$ cat src/rtl/fetch_stage.sv
// -----------------------------------------------------------------------------
// fetch_stage
//
// Instruction-fetch stage of the RV32I 5-stage pipeline.
//
// The stage owns the program counter (pc_f). pc_f drives the instruction
// memory address directly, and the memory returns the word in the same cycle.
// On each rising edge the stage captures the word, its PC and PC+4 into the
// IF/ID pipeline register.
//
// Hazard protocol:
//   stall          holds pc_f and the whole IF/ID register.
//   flush          replaces the IF/ID contents with a bubble.
//   redirect_valid loads pc_f from redirect_target and flushes the wrong-path
//                  fetch. It overrides stall.
//   Priority at every edge is reset > redirect/flush > stall > advance.
//   There is no valid/ready handshake on this stage.
//
// Ports:
//   clk              system clock; all state updates on the rising edge
//   reset            synchronous, active-high reset
//   stall            hold PC and IF/ID
//   flush            bubble IF/ID
//   redirect_valid   branch/jump taken
//   redirect_target  new PC byte address
//   imem_addr        byte address to instruction memory (== pc_f)
//   imem_rd          instruction word for imem_addr, same cycle
//   pc_f             current fetch PC
//   instr_d          IF/ID instruction
//   pc_d             IF/ID PC of instr_d
//   pc_plus4_d       IF/ID pc_d + 4
//   valid_d          IF/ID holds a real instruction (0 = bubble)
//   fault_d          instr_d was fetched out of range or after a misaligned
//                    redirect
// -----------------------------------------------------------------------------
module fetch_stage #(
  parameter logic [31:0] RESET_PC   = 32'h00000000,
  parameter int          IMEM_WORDS = 64,
  parameter logic [31:0] NOP_INSTR  = 32'h00000013
) (
  input  logic        clk,
  input  logic        reset,
  input  logic        stall,
  input  logic        flush,
  input  logic        redirect_valid,
  input  logic [31:0] redirect_target,
  output logic [31:0] imem_addr,
  input  logic [31:0] imem_rd,
  output logic [31:0] pc_f,
  output logic [31:0] instr_d,
  output logic [31:0] pc_d,
  output logic [31:0] pc_plus4_d,
  output logic        valid_d,
  output logic        fault_d
);

  // Word-index limit, widened to match pc_f[31:2].
  localparam logic [29:0] IMEM_LIMIT = 30'(IMEM_WORDS);

  // mis_f records that the current pc_f came from a redirect whose target
  // had nonzero low bits. The PC itself is always kept word-aligned.
  logic        mis_f;
  logic        oob_f;
  logic [31:0] pc_plus4_f;

  assign imem_addr  = pc_f;
  assign pc_plus4_f = pc_f + 32'd4;  // wraps mod 2^32
  assign oob_f      = (pc_f[31:2] >= IMEM_LIMIT);

  // Program counter.
  always_ff @(posedge clk) begin
    if (reset) begin
      pc_f  <= RESET_PC;
      mis_f <= 1'b0;
    end else if (redirect_valid) begin
      pc_f  <= {redirect_target[31:2], 2'b00};
      mis_f <= |redirect_target[1:0];
    end else if (!stall) begin
      pc_f  <= pc_plus4_f;
      mis_f <= 1'b0;
    end
  end

  // IF/ID pipeline register. A redirect always squashes the wrong-path
  // fetch, even if the hazard unit is also stalling. A bubble keeps pc_d
  // and pc_plus4_d at their old values.
  always_ff @(posedge clk) begin
    if (reset) begin
      instr_d    <= NOP_INSTR;
      pc_d       <= 32'd0;
      pc_plus4_d <= 32'd0;
      valid_d    <= 1'b0;
      fault_d    <= 1'b0;
    end else if (flush || redirect_valid) begin
      instr_d <= NOP_INSTR;
      valid_d <= 1'b0;
      fault_d <= 1'b0;
    end else if (!stall) begin
      // Faulting fetches still travel as valid instructions. This lets the
      // trap logic see them in program order. Out-of-range words never
      // reach decode.
      instr_d    <= oob_f ? NOP_INSTR : imem_rd;
      pc_d       <= pc_f;
      pc_plus4_d <= pc_plus4_f;
      valid_d    <= 1'b1;
      fault_d    <= oob_f | mis_f;
    end
  end

endmodule

$ cat config.mk
export PLATFORM = sky130hd
export DESIGN_NAME = fetch_stage
export DESIGN_NICKNAME = d
export VERILOG_FILES = /design/src/rtl/fetch_stage.sv
export SDC_FILE = /design/constraint.sdc
export NUM_CORES = 1
export LEC_CHECK = 0
export ABC_AREA = 1
export CORE_ASPECT_RATIO = 1.1
export CORE_UTILIZATION = 40
export DETAILED_ROUTE_END_ITERATION = 10
export GPL_TIMING_DRIVEN = 0
export PLACE_DENSITY = 0.74
export SETUP_SLACK_MARGIN = 0.5
export SYNTH_ARGS = -nofsm -noshare
export SYNTH_HDL_FRONTEND = slang
export SYNTH_SLANG_ARGS = --single-unit
$ cat constraint.sdc
create_clock -name clk -period 1.7 [get_ports clk]
set_clock_uncertainty 0.1 [all_clocks]
set_input_delay 0.255 -clock clk [delete_from_list [all_inputs] [get_ports clk]]
set_output_delay 0.255 -clock clk [all_outputs]
set_load 0.02 [all_outputs]
==> impl_metrics.toml <==
[floorplan]
die_h_um = 131
rows = 46
io_pins = 231
die_area_um2 = 15700
die_w_um = 119
start_util_pct = 41.5
core_area_um2 = 14600

[cells_and_area]
drive_above_1_share_pct = 50.3
syn2layout_area_growth_pct = 78.7
diodes = 0
fin_nets = 1254

[critical_path]
crit_end = "imem_addr[16]"
critPathMaxStageDelay_ps = 380
cp_max_fo = 5
arrival_ps = 2000
required_ps = 1950
cp-end-kind = "flop"
worstPathCellList = "ha_4, nand2_4, buf_6, nor3b_4, nand4_1, nand2_2, a21oi_2, nor2_1"
start_kind = "flop"
worstReg2RegStart = "imem_addr[3]"
crit_slowest_cell = "dfxtp_4"
ff2ff_path_depth = 8
r2r-end = "imem_addr[16]"
timing_worst_setup_path_type = "reg2reg"
reg2reg_slack_ps = -50
crit_path_start = "imem_addr[3]"

[logic_synthesis]
synth_area_um2 = 6070
ys_ff_latch = 125
synth_edf_count = 0
synth_seq_area_share_pct = 41.2
synthCells = 858
synth.avg_cell_area_um2 = 7.08
synth_flop_cell = "dfxtp_1"
async_flop_share_pct = 0
yosysUniqueCellTypes = 31
yosysWarnings = 0

[pwr]
ir_drop_uv = 635
seq_power_share_pct = 36.6
combPwrFrac_pct = 21.4
leakage_uw = 0.00480
p_sw_share_pct = 29.2
finalPower_uw = 8800
p_clk_share_pct = 42.0
p_switching_uw = 2570
powerDensity_nw_per_um2 = 811
intPower_uw = 6240

[timing]
drv_slew = 0
hold_viol = 0
setup-violations-final = 4
rsz0062_at_grt = "true"
tightest_slew_ps = 835
slew_headroom_pct = 44.3
worst_slack_ps = -49.4
fin_crit_ps = 1750
fmax_mhz = 572
post-route-period-util_pct = 103
tns_ps = -87.7

[hold_path]
min_path_type = "in2reg"
hold_path.startpoint = "stall"

[cts]
clock_sinks = 125
cts-root-buf = "clkbuf_16"
ctsHtreeMaxLevel = 4
cts_buffers = 17
cts_hold_buffers = 0
cts_tree = "done"
insertion_delay_ps = 420
clk_pin_slew_ps = 60
clockBufferDepth = 2

[global_route]
grt_max_degree = 17
antenna_found_initial = 0
grt_usage_pct = 27.9
overflow = 0
grt_pass1_vias = 6557
grt_pass1_wl_mm = 34.0

[placed_design]
gp_congestion = 0.956
port_buffers = 220
hpwlAfterDp_mm = 16.4

[routing]
avgRoutedWirePerCell_um = 17.6
drt-initial-drc-count = 505
drt-total-wl_mm = 24.4
drt_first_pass_iters = 6
post-route-drc-count = 0
antenna_left = 0
via_per_inst = 5.23
vias = 7258

[run_status]
run_status = "finished with violations"
failed_checks = "setup timing"

[run]
max_cap_violations = 0
==> worst min-delay path by stage <==
| stage | end | slack [ps] | depth (start not counted) |
|---|---|---|---|
| after CTS | instr_d[5] | 60 | 4 |
| after floorplan | fault_d | 270 | 2 |
| after global placement | valid_d | 350 | 1 |
| after global routing | instr_d[4] | 100 | 3 |
| final | instr_d[4] | 80 | 3 |
| after detailed placement | valid_d | 340 | 1 |
==> critical path: cells and delay by family, from the launching register on <==
family                     cells  cell delay (ps)
AOI/OAI and AO/OA              1               60
adders and majority gates      1              170
buffers and inverters          1              120
DFF                            1              380
and+or+nand+nor                5              860
==> area by class of cell <==
type / count / area (um2)
Sequential cell: 125 / 2730
Fill cell: 1096 / 3770
Timing Repair Buffer: 298 / 3020
Multi-Input combinational cell: 568 / 3210
Tap cell: 192 / 240
Inverter: 85 / 357
Clock inverter: 12 / 133
Buffer: 88 / 703
Clock buffer: 20 / 457
==> sequential cells by signal, summed over array words and instances, names as in the netlist <==
register	count
instr_d	32
imem_addr	30
pc_d	30
pc_plus4_d	30
fault_d	1
mis_f	1
valid_d	1
==> what timing repair did <==
action / CTS / global route
pin swaps: 7 / 67
cloned: 0 / 6
endpoints found under the setup margin: 279 / 279
gates resized for setup: 859 / 353
buffers inserted: 29 / 44
==> through the flow <==
stage | cell area (um2) | util [%] | cells | setup slack [ps] | hold slack, ps
floorplan | 6300 | - | 865 | 206 | 271
global placement | 8740 | 59.8 | 1277 | -408 | 346
detailed placement | 8740 | 59.8 | 1277 | -401 | 342
CTS | 9800 | 67.0 | 1338 | 45.4 | 56.3
global route | 10900 | 74.2 | 1388 | -102 | 99.9
finish | 10900 | 74.2 | 1388 | -49.4 | 75.3
==> layer usage <==
| metal | share of wire, % | GRT usage [%] | up-vias |
|---|---|---|---|
| met5 | 0 | 0 | - |
| met4 | 4.4 | 12.6 | 0 |
| met3 | 11 | 8.51 | 89 |
| met2 | 49 | 48.0 | 447 |
| met1 | 37 | 31.3 | 3331 |
| li1 | - | - | 3391 |
==> power groups by stage <==
stage               Sequential [uW]  Combinational [uW]  Clock [uW]
floorplan                      3370                 650           0
global placement               3250                1450           0
detailed placement             3260                1460           0
CTS                            3200                1540        3700
global route                   3230                1990        3860
finish                         3220                1890        3700
==> synthesized netlist by cell type, types with 15 or more instances <==
| cell | count | area, um2 |
|---|---|---|
| nand4_1 | 35 | 219 |
| nor2_1 | 113 | 424 |
| inv_1 | 79 | 297 |
| buf_4 | 41 | 308 |
| clkbuf_1 | 27 | 101 |
| dfxtp_1 | 125 | 2500 |
| nand3_1 | 19 | 95.1 |
| nand2_1 | 149 | 559 |
| a21oi_1 | 77 | 385 |
| buf_2 | 15 | 75.1 |
| o21ai_0 | 91 | 455 |
| o21ai_1 | 23 | 115 |
==> placed cells by master (no fill, tap or decap), drive strengths merged <==
master | synthesis | final
nor3b | 1 | 1
nor3 | 2 | 2
ha | 2 | 2
a31oi | 6 | 6
o21a | 1 | 1
a22o | 4 | 4
nand4 | 35 | 35
a21oi | 77 | 77
dlymetal6s2s | 0 | 1
clkinvlp | 0 | 1
inv | 85 | 91
o21ai | 114 | 114
dfxtp | 125 | 125
nand3 | 20 | 20
clkdlybuf4s50 | 0 | 64
clkinv | 0 | 3
nor2 | 127 | 128
nand2 | 156 | 156
buf | 61 | 298
conb | 1 | 8
clkbuf | 27 | 43
bufinv | 0 | 2
xor2 | 14 | 14
==> logic make-up (layout without fill, tap and decap cells) <==
group | after synthesis | after routing | synth area share [%]
AOI/OAI and AO/OA | 202 | 202 | 17.1
xor gates and xnor gates | 14 | 14 | 2.27
adders and majority gates | 2 | 2 | 0.412
buffers and inverters | 173 | 503 | 13.8
DFF | 125 | 125 | 41.2
other | 1 | 8 | 0.0617
and+or+nand+nor | 341 | 342 | 25.2
(Power assumes the default switching activity.)
